**src/rtl/imem_loader.sv**
```systemverilog
// Instruction memory with a valid/ready program loader that holds the core in reset until loaded.
// Define IMEM_CHECKSUM_EN to build the running load checksum on csum_o.
module imem_loader #(
    parameter int                ADDR_W    = 8,
    parameter int                INST_W    = 16,
    parameter logic [INST_W-1:0] FILL_WORD = '0
) (
    input  logic              clk,
    input  logic              rst,
    input  logic              ld_valid_i,
    output logic              ld_ready_o,
    input  logic [INST_W-1:0] ld_data_i,
    input  logic              ld_last_i,
    input  logic              reload_i,
    input  logic [ADDR_W-1:0] addr_i,
    output logic [INST_W-1:0] inst_o,
    output logic              core_run_o,
    output logic [ADDR_W:0]   count_o,
    output logic              trunc_o,
    output logic [INST_W-1:0] csum_o
);

    localparam int DEPTH = 1 << ADDR_W;
    localparam logic [ADDR_W:0] TOP = (ADDR_W + 1)'(DEPTH - 1);

    typedef enum logic {
        LOAD = 1'b0,
        RUN  = 1'b1
    } state_t;

    state_t state, state_nxt;
    logic [ADDR_W:0] count, count_nxt;
    logic trunc, trunc_nxt;
    logic run, run_nxt;
    logic accept;
    logic [INST_W-1:0] mem [DEPTH];

    always_ff @(posedge clk or negedge rst) begin
        if (!rst) begin
            state <= LOAD;
            count <= '0;
            trunc <= 1'b0;
            run   <= 1'b0;
        end else begin
            state <= state_nxt;
            count <= count_nxt;
            trunc <= trunc_nxt;
            run   <= run_nxt;
        end
    end

    // Reload always wins over a same-cycle handshake.
    always_comb begin
        state_nxt = state;
        count_nxt = count;
        trunc_nxt = trunc;
        accept    = 1'b0;
        unique case (state)
            LOAD: begin
                if (reload_i) begin
                    count_nxt = '0;
                    trunc_nxt = 1'b0;
                end else if (ld_valid_i) begin
                    accept    = 1'b1;
                    count_nxt = count + 1'b1;
                    if (ld_last_i) begin
                        state_nxt = RUN;
                    end else if (count == TOP) begin
                        state_nxt = RUN;
                        trunc_nxt = 1'b1;
                    end
                end
            end
            RUN: begin
                if (reload_i) begin
                    state_nxt = LOAD;
                    count_nxt = '0;
                    trunc_nxt = 1'b0;
                end
            end
        endcase
        run_nxt = (state_nxt == RUN);
    end

    // Storage has no reset; stale words are hidden by the count mask.
    always_ff @(posedge clk) begin
        if (accept) begin
            mem[count[ADDR_W-1:0]] <= ld_data_i;
        end
    end

    assign inst_o = ({1'b0, addr_i} < count) ? mem[addr_i] : FILL_WORD;

    assign ld_ready_o = (state == LOAD);
    assign core_run_o = run;
    assign count_o    = count;
    assign trunc_o    = trunc;

`ifdef IMEM_CHECKSUM_EN
    logic [INST_W-1:0] csum, csum_nxt;

    always_comb begin
        csum_nxt = csum;
        if (reload_i) begin
            csum_nxt = '0;
        end else if (accept) begin
            csum_nxt = csum + ld_data_i;
        end
    end

    always_ff @(posedge clk or negedge rst) begin
        if (!rst) begin
            csum <= '0;
        end else begin
            csum <= csum_nxt;
        end
    end

    assign csum_o = csum;
`else
    assign csum_o = '0;
`endif

endmodule

```
**config.mk**
```make
export PLATFORM = sky130hd
export DESIGN_NAME = imem_loader
export DESIGN_NICKNAME = d
export VERILOG_FILES = /design/src/rtl/imem_loader.sv
export SDC_FILE = /design/constraint.sdc
export NUM_CORES = 2
export LEC_CHECK = 0
export CORE_ASPECT_RATIO = 0.9
export CORE_MARGIN = 2
export CORE_UTILIZATION = 40
export CTS_CLUSTER_DIAMETER = 80
export DETAILED_ROUTE_END_ITERATION = 12
export PLACE_DENSITY = 0.53
export RECOVER_POWER = 50
export SYNTH_ARGS = -nofsm -noshare
export SYNTH_HDL_FRONTEND = slang
export SYNTH_SLANG_ARGS = --single-unit
```
**constraint.sdc**
```tcl
create_clock -name clk -period 3.2 [get_ports clk]
set_input_delay 0.48 -clock clk [delete_from_list [all_inputs] [get_ports clk]]
set_output_delay 0.48 -clock clk [all_outputs]
set_load 0.05 [all_outputs]
```
==> results <==
- The first routing iteration left 9237 violations.
- After clock tree synthesis, the clock-pin slew on the worst setup and hold paths is 0.06 ns.
- In the post-synthesis netlist, the biggest area contributors are edfxtp_1 78%, mux4_2 7.3%, mux2i_1 6.4%.
- The worst register-to-register path has a setup slack of 0.33 ns.
- The run finished, with violations left.
- The synthesized instance count is 7977.
- Derived from the worst setup path, the maximum achievable clock frequency is 232 MHz.
- The critical path in this run is classified as flop to output pin.
- The floorplan step defined a die boundary enclosing 402000 um2.
- Summed over all cells, the static leakage comes to 62.6 nW.
- The post-synthesis register bit count is 4107.
- The number of vias per cell after detailed routing is 5.68.
- The CTS tree is built.
- The number of buffers between clock root and the deepest sink is 4.
- CTS placed an instance of clkbuf_16 at the clock tree root.
- Summed over all nets, the half-perimeter wirelength after detailed placement is 279000 um.
- Setup repair after global routing could not meet its margin everywhere.
- The number of antenna violations at the first check in global routing is 19.
- The total count of hold-check failures in the final report is 0.
- Yosys mapped a number of flops with a built-in enable equal to 4096.
- The largest net degree at the start of global routing is 100.
- The total core area is 395000 um2.
- The clock period minus final worst setup slack is 4.31 ns.
- The number of clock sinks seen by CTS is 4107.
- The layout cell share with drive strength beyond 1 is 25.4%.
- In this run the worst path has a maximum fanout of 7.
- The peak supply drop is 0.455 mV.
- The number of max-slew violations in the final report came to 1480.
- After synthesis, the netlist uses 39 different library cells.
- Setup violations remaining at the end of the flow were counted as 292.
- The worst setup path is captured at an output pin.
- The commonest cells after synthesis are 4096 x edfxtp_1, 1008 x mux2i_1, 512 x mux4_2, 512 x o221ai_1, 327 x nor2_1.
- Data arrives at the worst endpoint at 3.83 ns.
- The worst-case headroom to the max-slew limit is -118%.
- Overall power consumption after layout is estimated at 113 mW.
- The actual transition at the worst max-transition pin is 3.28 ns.
- The cell type contributing the most total cell area after synthesis is edfxtp_1.
- The via count of the first global-routing pass is 83852.
- The DRC violation count after routing is 0.
- After synthesis the cells add up to 159000 um2.
- The worst hold slack is 0.142 ns.
- The count of nets left with antenna violations after detail routing is 0.
- Setup total negative slack on the finished layout was measured at -56.98 ns.
- Input and output buffers added on the ports amount to 56.
- Max-cap violations in this run came to 21.
- The average detailed-routed wire length per instance is 29.8 um.
- Summed over all layers, the routed wires come to 442000 um.
- The count of pins on the block boundary is 73.
- The final-stage net count is 9181.
- The number of H-tree levels is 5.
- The kind of path behind the tightest hold check is primary input to flop.
- The total routing resource utilization after global routing is 21.6%.
- Once the floorplan was initialized, standard cells occupied 40.1% of the core.
- The most common flop cell mapped by yosys is edfxtp_1.
- The top cell type by area accounts for 77.5% of the synthesized area.
- The layout overhead on the synthesized area is 20.0%.
- Counting flops with an async set or reset pin after synthesis yields a share of 0.268%.
- The number of buffers created by CTS is 421.
- The wire length of the first global-routing pass is 627000 um.
- The pre-antenna-repair detailed-routing pass consisted of 6 iterations.
- The die is 668 um wide.
- The chip height is 601 um.
- The number of warnings printed during yosys synthesis is 0.
- The worst setup skew after layout is 0.0462 ns.
- The most frequent cell after synthesis is edfxtp_1.
- Of the synthesized area, sequential elements account for 77.7%.
- The post-synthesis average cell area is 19.9 um2.
- The placer congestion estimate is 0.897.
- Summed over all layers, the global routing overflow is 0.
- The power per standard cell area is 595 nW/um2.
- The clock reaches the later pin of the worst-skew pair after 0.98 ns.
- The number of placement rows is 219.
- The final reports fail on max-capacitance violations, max-slew violations, negative setup slack.
- The final critical path takes up 135% of the cycle.
- Setup slack on the critical path of the routed design comes to -1.11 ns.
- At the placement stage, the worst setup path has a slack of -1.87 ns.
- STA puts the critical path data required time at 2.72 ns.
- The worst setup path is launched from a flop.
- Across all layers, the routed design uses 84033 vias.
## per-stage QoR
step | util, % | std cells | area (um2)
2_1_floorplan | - | 7992 | 159000
6_report | 48.2 | 14799 | 190000
3_3_place_gp | 44.8 | 14003 | 177000
5_1_grt | 48.2 | 14789 | 190000
3_5_place_dp | 44.8 | 14006 | 177000
4_1_cts | 48.3 | 14788 | 191000
## worst paths after layout
kind	to	cells past startpoint	from
max	inst_o[11]	12	count_o[4]$_DFFE_PN0P_
min	core_run_o$_DFF_PN0_	3	ld_valid_i
max reg2reg	mem[207][6]$_DFFE_PP_	7	count_o[0]$_DFFE_PN0P_
min reg2reg	trunc_o$_DFFE_PN0P_	2	trunc_o$_DFFE_PN0P_
max in group asynchronous	count_o[6]$_DFFE_PN0P_	2	rst
min in group asynchronous	trunc_o$_DFFE_PN0P_	2	rst
## critical path, stage by stage (launching register included)
cell and delay [ns]:
dfrtp_1 0.39, inv_2 0.08, ha_4 0.20, a21o_1 0.16
a21o_1 0.16, a21oi_2 0.12, o21a_2 0.18, o211ai_1 0.18
buf_4 0.20, buf_12 0.15, nor3_4 0.61, or3_4 0.29
buf_12 0.14
## sequential cells by signal, indices dropped and copies added, names as in the netlist
signal	count
core_run_o	1
count_o	9
mem	4096
trunc_o	1
## layout by cell type (no fill, tap or decap), types with 19 or more instances in the layout
cell type / count
edfxtp_1: 4096
mux2i_1: 1008
buf_4: 785
mux4_2: 512
o221ai_1: 501
clkbuf_16: 429
buf_12: 334
nor2_1: 301
a21oi_1: 268
o22ai_1: 176
o21ai_0: 131
clkinv_1: 118
clkbuf_1: 109
nand2_1: 90
clkinv_2: 66
nor3_1: 57
clkbuf_2: 43
a211oi_1: 42
nand4_1: 36
bufinv_16: 29
nor2_2: 26
clkdlybuf4s50_1: 19
## layer usage
layer  track usage [%]  part of all wire, %  vias to the layer above
li1                  -                    -                    35796
met1              31.9                   44                    44759
met2              33.7                   46                     2897
met3              3.17                  6.8                      573
met4              5.74                  2.9                        8
met5                 0                0.011                        -
## report_power, final
group,switching [mW],internal [mW],total (mW)
logic,4.25,2.57,6.82
registers,0.00702,59.2,59.2
clock network,20.4,26.8,47.3
## final cells by class
cell class,count,area [um2]
Inverter,14,60.1
Sequential cell,4107,123000
Clock buffer,520,11100
Antenna cell,12,30.0
Tap cell,5304,6640
Fill cell,32562,205000
Timing Repair Buffer,1246,13600
Clock inverter,246,2130
Multi-Input combinational cell,3350,33600
## kinds of logic after synthesis
| logic type | synth area share, % |
|---|---|
| mux | 13.7 |
| other cells | 0.00236 |
| buf+inv | 1.58 |
| flops | 77.7 |
| compound gates | 5.34 |
| fa+ha+maj | 0.0946 |
| xor+xnor | 0.0386 |
| simple gates | 1.50 |
## what timing repair did
| item | 4_1_cts | 5_1_grt |
|---|---|---|
| hold buffers | 11 | 0 |
| pin swaps | 25 | 17 |
| resized for setup | 80 | 31 |
| setup endpoints to repair | 16 | 16 |
| setup buffers | 4 | 2 |
| endpoints found under the hold margin | 269 | 0 |
| cloned | 2 | 0 |
Note: power is estimated with default switching activity, not from simulation.
